==> src/rtl/rapids_sched_pkg.sv <==
// Shared widths and the writeback record carried through the ALU latency pipe.
// Imported by the scheduler top and its writeback pipe.
package rapids_sched_pkg;

    localparam int REG_W = 4;
    localparam int NREG  = 16;

    typedef struct packed {
        logic [1:0]       wr;
        logic [REG_W-1:0] y1;
        logic [REG_W-1:0] y2;
    } wb_entry_t;

endpackage

==> src/rtl/alu_wb_pipe.sv <==
// Fixed-latency shift register tracking issued ALU ops until writeback.
// The last stage is presented directly as the registered writeback.
module alu_wb_pipe
    import rapids_sched_pkg::*;
#(
    parameter int LAT = 3
) (
    input  logic      clk,
    input  logic      rst,
    input  logic      push_valid,
    input  wb_entry_t push_entry,
    output logic      wb_valid,
    output wb_entry_t wb_entry,
    output logic      busy
);

    logic      [LAT-1:0] valid_q, valid_d;
    wb_entry_t [LAT-1:0] entry_q, entry_d;

    always_comb begin
        valid_d    = '0;
        entry_d    = '0;
        valid_d[0] = push_valid;
        entry_d[0] = push_entry;
        for (int k = 1; k < LAT; k++) begin
            valid_d[k] = valid_q[k-1];
            entry_d[k] = entry_q[k-1];
        end
    end

    always_ff @(posedge clk or posedge rst) begin
        if (rst) begin
            valid_q <= '0;
            entry_q <= '0;
        end else begin
            valid_q <= valid_d;
            entry_q <= entry_d;
        end
    end

    assign wb_valid = valid_q[LAT-1];
    assign wb_entry = entry_q[LAT-1];
    assign busy     = |valid_q;

endmodule

==> src/rtl/alu_issue_scheduler.sv <==
// In-order issue gate for the vector ALU: holds decode until sources and destinations
// are clear of pending writebacks, then issues one instruction per cycle.
module alu_issue_scheduler
    import rapids_sched_pkg::*;
#(
    parameter int ALU_LAT = 3,
    parameter int NREG    = 16
) (
    input  logic               clk,
    input  logic               rst,
    input  logic               instr_valid,
    output logic               instr_ready,
    input  logic [4*REG_W-1:0] src_sel,
    input  logic [3:0]         src_use,
    input  logic [REG_W-1:0]   alu_Y1_select,
    input  logic [REG_W-1:0]   alu_Y2_select,
    input  logic [1:0]         alu_write,
    input  logic [REG_W-1:0]   zero_reg,
    input  logic               drain,
    output logic               issue,
    output logic               pc_inc,
    output logic               stall,
    output logic               drained,
    output logic               wb_valid,
    output logic [REG_W-1:0]   wb_Y1_select,
    output logic [REG_W-1:0]   wb_Y2_select,
    output logic [1:0]         wb_write,
    output logic [NREG-1:0]    pending
);

    logic [NREG-1:0]             pending_q, pending_d;
    logic [NREG-1:0]             clr_mask, set_mask, pend_eff;
    logic [1:0][REG_W-1:0]       dst_sel;
    logic [3:0]                  src_hit;
    logic [1:0]                  dst_hit;
    logic                        hazard, active, pipe_busy, pipe_wb_valid;
    wb_entry_t                   push_entry, pipe_wb_entry;

    // Combinational outputs are suppressed while reset is held so nothing issues into a pipe being cleared.
    assign active  = !rst;
    assign dst_sel = {alu_Y2_select, alu_Y1_select};

    // Registers retiring this cycle count as free, giving zero-bubble RAW/WAW turnaround.
    always_comb begin
        clr_mask = '0;
        if (pipe_wb_valid) begin
            if (pipe_wb_entry.wr[0]) clr_mask[pipe_wb_entry.y1] = 1'b1;
            if (pipe_wb_entry.wr[1]) clr_mask[pipe_wb_entry.y2] = 1'b1;
        end
        pend_eff = pending_q & ~clr_mask;
    end

    for (genvar gi = 0; gi < 4; gi++) begin : g_src_hit
        assign src_hit[gi] = src_use[gi]
                          && (src_sel[gi*REG_W +: REG_W] != zero_reg)
                          && pend_eff[src_sel[gi*REG_W +: REG_W]];
    end

    for (genvar gi = 0; gi < 2; gi++) begin : g_dst_hit
        assign dst_hit[gi] = alu_write[gi]
                          && (dst_sel[gi] != zero_reg)
                          && pend_eff[dst_sel[gi]];
    end

    assign hazard      = (|src_hit) || (|dst_hit);
    assign instr_ready = !drain && !hazard;
    assign issue       = instr_valid && instr_ready && active;
    assign pc_inc      = issue;
    assign stall       = instr_valid && !instr_ready && active;

    // Set is applied after clear so a same-cycle retire and re-claim leaves the bit set.
    always_comb begin
        set_mask = '0;
        for (int k = 0; k < 2; k++) begin
            if (issue && alu_write[k] && (dst_sel[k] != zero_reg)) begin
                set_mask[dst_sel[k]] = 1'b1;
            end
        end
        pending_d = pend_eff | set_mask;
    end

    always_ff @(posedge clk or posedge rst) begin
        if (rst) begin
            pending_q <= '0;
        end else begin
            pending_q <= pending_d;
        end
    end

    always_comb begin
        push_entry    = '0;
        push_entry.wr = alu_write;
        push_entry.y1 = alu_Y1_select;
        push_entry.y2 = alu_Y2_select;
    end

    alu_wb_pipe #(
        .LAT (ALU_LAT)
    ) u_wb_pipe (
        .clk        (clk),
        .rst        (rst),
        .push_valid (issue),
        .push_entry (push_entry),
        .wb_valid   (pipe_wb_valid),
        .wb_entry   (pipe_wb_entry),
        .busy       (pipe_busy)
    );

    assign wb_valid     = pipe_wb_valid;
    assign wb_Y1_select = pipe_wb_entry.y1;
    assign wb_Y2_select = pipe_wb_entry.y2;
    assign wb_write     = pipe_wb_entry.wr;
    assign pending      = pending_q;
    assign drained      = drain && !pipe_busy && (pending_q == '0) && active;

endmodule

==> config.mk <==
export PLATFORM = sky130hd
export DESIGN_NAME = alu_issue_scheduler
export DESIGN_NICKNAME = d
export VERILOG_FILES = /design/src/rtl/rapids_sched_pkg.sv /design/src/rtl/alu_wb_pipe.sv /design/src/rtl/alu_issue_scheduler.sv
export SDC_FILE = /design/constraint.sdc
export NUM_CORES = 1
export LEC_CHECK = 0
export ABC_AREA = 1
export CAP_MARGIN = 20
export CORE_ASPECT_RATIO = 0.6
export CORE_MARGIN = 8
export CORE_UTILIZATION = 47
export DETAILED_ROUTE_END_ITERATION = 12
export GPL_TIMING_DRIVEN = 0
export HOLD_SLACK_MARGIN = 0.15
export PLACE_DENSITY = 0.79
export SLEW_MARGIN = 40
export SYNTH_ARGS = -nofsm -noshare
export SYNTH_HDL_FRONTEND = slang
export SYNTH_HIERARCHICAL = 1
export SYNTH_SLANG_ARGS = --single-unit
==> constraint.sdc <==
create_clock -name clk -period 5.31 [get_ports clk]
set_input_delay 0.7965 -clock clk [delete_from_list [all_inputs] [get_ports clk]]
set_output_delay 0.7965 -clock clk [all_outputs]
set_load 0.005 [all_outputs]
==> reports/results.ini <==
[synthesis]
synthDominantCellAreaShare=0.335
synth_nets=618
yosys_warnings=6
synthTopCellsByCount=nand2_1, nand3_1, nor2_1
yosys.area.top_type=dfrtp_1
netlist_area_sq_um=3660
postSynthCellCount=580
synth-edff-count=0
ys.flop_type=dfrtp_1
synth_area_leaders=dfrtp_1, nand3_1, nand2_1
synth.distinct_cells=30
synthArstFlopShare=1.00
synth.most_common_cell=nand2_1
seq_area_frac_synth=0.335
synth_seq_cells=49
syn_area_per_cell_sq_um=6.31

[worst_setup_path]
cp_common_cell=nor2_1
path_cells=clkdlybuf4s50_1 > inv_1 > nor2_1 > nand2_1 > nand2_1 > nor2_1 > nor2_1 > nor2_1 > nand3_1 > nand3_1 > nor2_2 > nand2_2 > nor2_4 > buf_6 > buf_4 > clkdlybuf4s50_1
critPathMaxFanout=12
endpoint_kind=primary output
cp.arrival_ps=3870
ff2ff_path_depth=19
crit_required_ps=4510
worstSetupPathType=in -> out
critical-path-max-stage-delay_ps=590
reg2reg_slack_ps=2390
path_buf_inv=5
slowest_stage=clkdlybuf4s50_1
r2r_start=u_wb_pipe/wb_entry[6]$_DFF_PP0_
critPathLaunch=alu_Y2_select[0]
r2r-end=pending[5]$_DFF_PP0_
setup.worst_path.end=pc_inc
start_kind=input pin
crit_family=simple AND/OR/NAND/NOR gates
worst-path-stages=16

[power]
power_uw=1120
pwr_density_cell_nw_per_um2=245
peakVddDrop_mv=0.243
p_leak_uw=0.00225

[timing]
rsz0062_at_grt=false
finalClockSkew_ps=8.72
worst_hold_slack_ps=341
setup_tns_ps=0
finalHoldViolCount=0
max_freq_ghz=0.214
relSlewSlack=0.496
worst_pin_slew_ps=757
setup_viol=0
fin_crit_ps=4670
slew_viol_final=0
fin_crit_sh=0.879

[placement]
io_buffers=61
placed_cell_area_sq_um=4410
hpwlAfterDp_microns=10900
gp_congestion=1.00

[final_layout]
drive_gt1_frac=0.0693
antenna_cells=0
nNetsFinal=686
stdcell_area_sq_um=4580
utilization=0.592
syn2layout_area_growth_pct=25.0

[clocking]
cts.sinks=49
htree_levels=2
clk_latency_ps=290
cts_buffers=5
clock_path_buffers=2
cts_hold_buf=0
cts_resized=0
cts_tree=built
root_buffer=clkbuf_16
cts.clk_slew.worst_paths_ps=60
cts_setup_buffers=0

[route]
drc=0
num_vias=4253
wl_per_cell_microns=18.0
ant_nets=0
viasPerCell=5.62
drt_first_pass_iters=6
first_iter_violations=758
drt_wl_total_microns=13600

[floorplanning]
die_x_microns=130
floorplan.die_area_sq_um=11000
row_count=25
die-height_microns=84.4
io_pins=70
initial_core_util=0.474
core_sq_um=7730

[grt]
grt_pass1_vias=3872
overflow=0
grt_max_degree=34
antenna_found_initial=0
grt_use_total=0.250
grt_pass1_wl_microns=21100

[run_status]
status=finished clean

[run]
max-cap-violations=0

[min_path]
hold_path.class=reg -> reg

-- cell usage in the layout, fill, tap and decap left out, types with 5 or more instances in the layout --
cell type	netlist	layout
inv_1	61	60
nor2_2	5	5
nand2_1	157	157
nor4_1	5	5
dfrtp_1	49	49
xor2_1	5	5
o21ai_0	5	5
nand4_1	18	18
xnor2_1	13	13
clkbuf_16	0	5
nand2_2	12	12
nand3_1	125	125
clkdlybuf4s50_1	0	61
inv_2	9	10
clkbuf_1	8	8
nor2_1	80	80
-- state kept, by name (all words and copies together), names as in the netlist --
signal / cells
u_wb_pipe/wb_entry: 10
pending: 16
u_wb_pipe/entry_d: 20
u_wb_pipe/valid_q: 3
-- report_power, final --
part | leakage, uW | internal [uW] | switching [uW]
Combinational | 0.00156 | 134 | 193
Clock | 0.0000842 | 223 | 127
Sequential | 0.000609 | 401 | 44.6
-- layer usage --
layer / vias to the layer above / GRT usage / part of all wire
met5: - / 0 / 0
met4: 0 / 0.0535 / 0.015
met3: 23 / 0.0715 / 0.13
met2: 290 / 0.350 / 0.40
met1: 1932 / 0.366 / 0.45
li1: 2008 / - / -
-- cell families (layout without fill, tap and decap cells) --
kind of cell    count (synthesis)  count (layout)  share of synthesized area
buf+inv                        86             155                     0.0933
simple gates                  409             409                      0.499
compound gates                 18              18                     0.0297
xor+xnor                       18              18                     0.0431
flops                          49              49                      0.335
-- final cells by class --
| class | count | area (sq um) |
|---|---|---|
| Multi-Input combinational cell | 445 | 2090 |
| Clock inverter | 3 | 43.8 |
| Inverter | 71 | 267 |
| Buffer | 15 | 75.1 |
| Clock buffer | 5 | 125 |
| Fill cell | 753 | 3150 |
| Timing Repair Buffer | 61 | 611 |
| Sequential cell | 49 | 1230 |
| Tap cell | 108 | 135 |
-- how the worst min path moves through the flow --
| stage | to | slack [ps] | cells after the start | from |
|---|---|---|---|---|
| 6_report | u_wb_pipe/entry_d[23]$_DFF_PP0_ | 340 | 0 | u_wb_pipe/entry_d[13]$_DFF_PP0_ |
| 3_5_place_dp | u_wb_pipe/entry_d[20]$_DFF_PP0_ | 330 | 0 | u_wb_pipe/entry_d[10]$_DFF_PP0_ |
| 2_1_floorplan | u_wb_pipe/entry_d[20]$_DFF_PP0_ | 330 | 0 | u_wb_pipe/entry_d[10]$_DFF_PP0_ |
| 5_1_grt | u_wb_pipe/entry_d[21]$_DFF_PP0_ | 350 | 0 | u_wb_pipe/entry_d[11]$_DFF_PP0_ |
| 3_3_place_gp | u_wb_pipe/entry_d[28]$_DFF_PP0_ | 330 | 0 | u_wb_pipe/entry_d[18]$_DFF_PP0_ |
| 4_1_cts | u_wb_pipe/entry_d[23]$_DFF_PP0_ | 340 | 0 | u_wb_pipe/entry_d[13]$_DFF_PP0_ |
-- metrics by stage --
step           instances  setup WS (ps)
4_1_cts              757            771
6_report             757            643
3_3_place_gp         749            781
3_5_place_dp         749            763
2_1_floorplan        580           2140
5_1_grt              757            561
No activity file was read; power rests on OpenSTA's default activity.
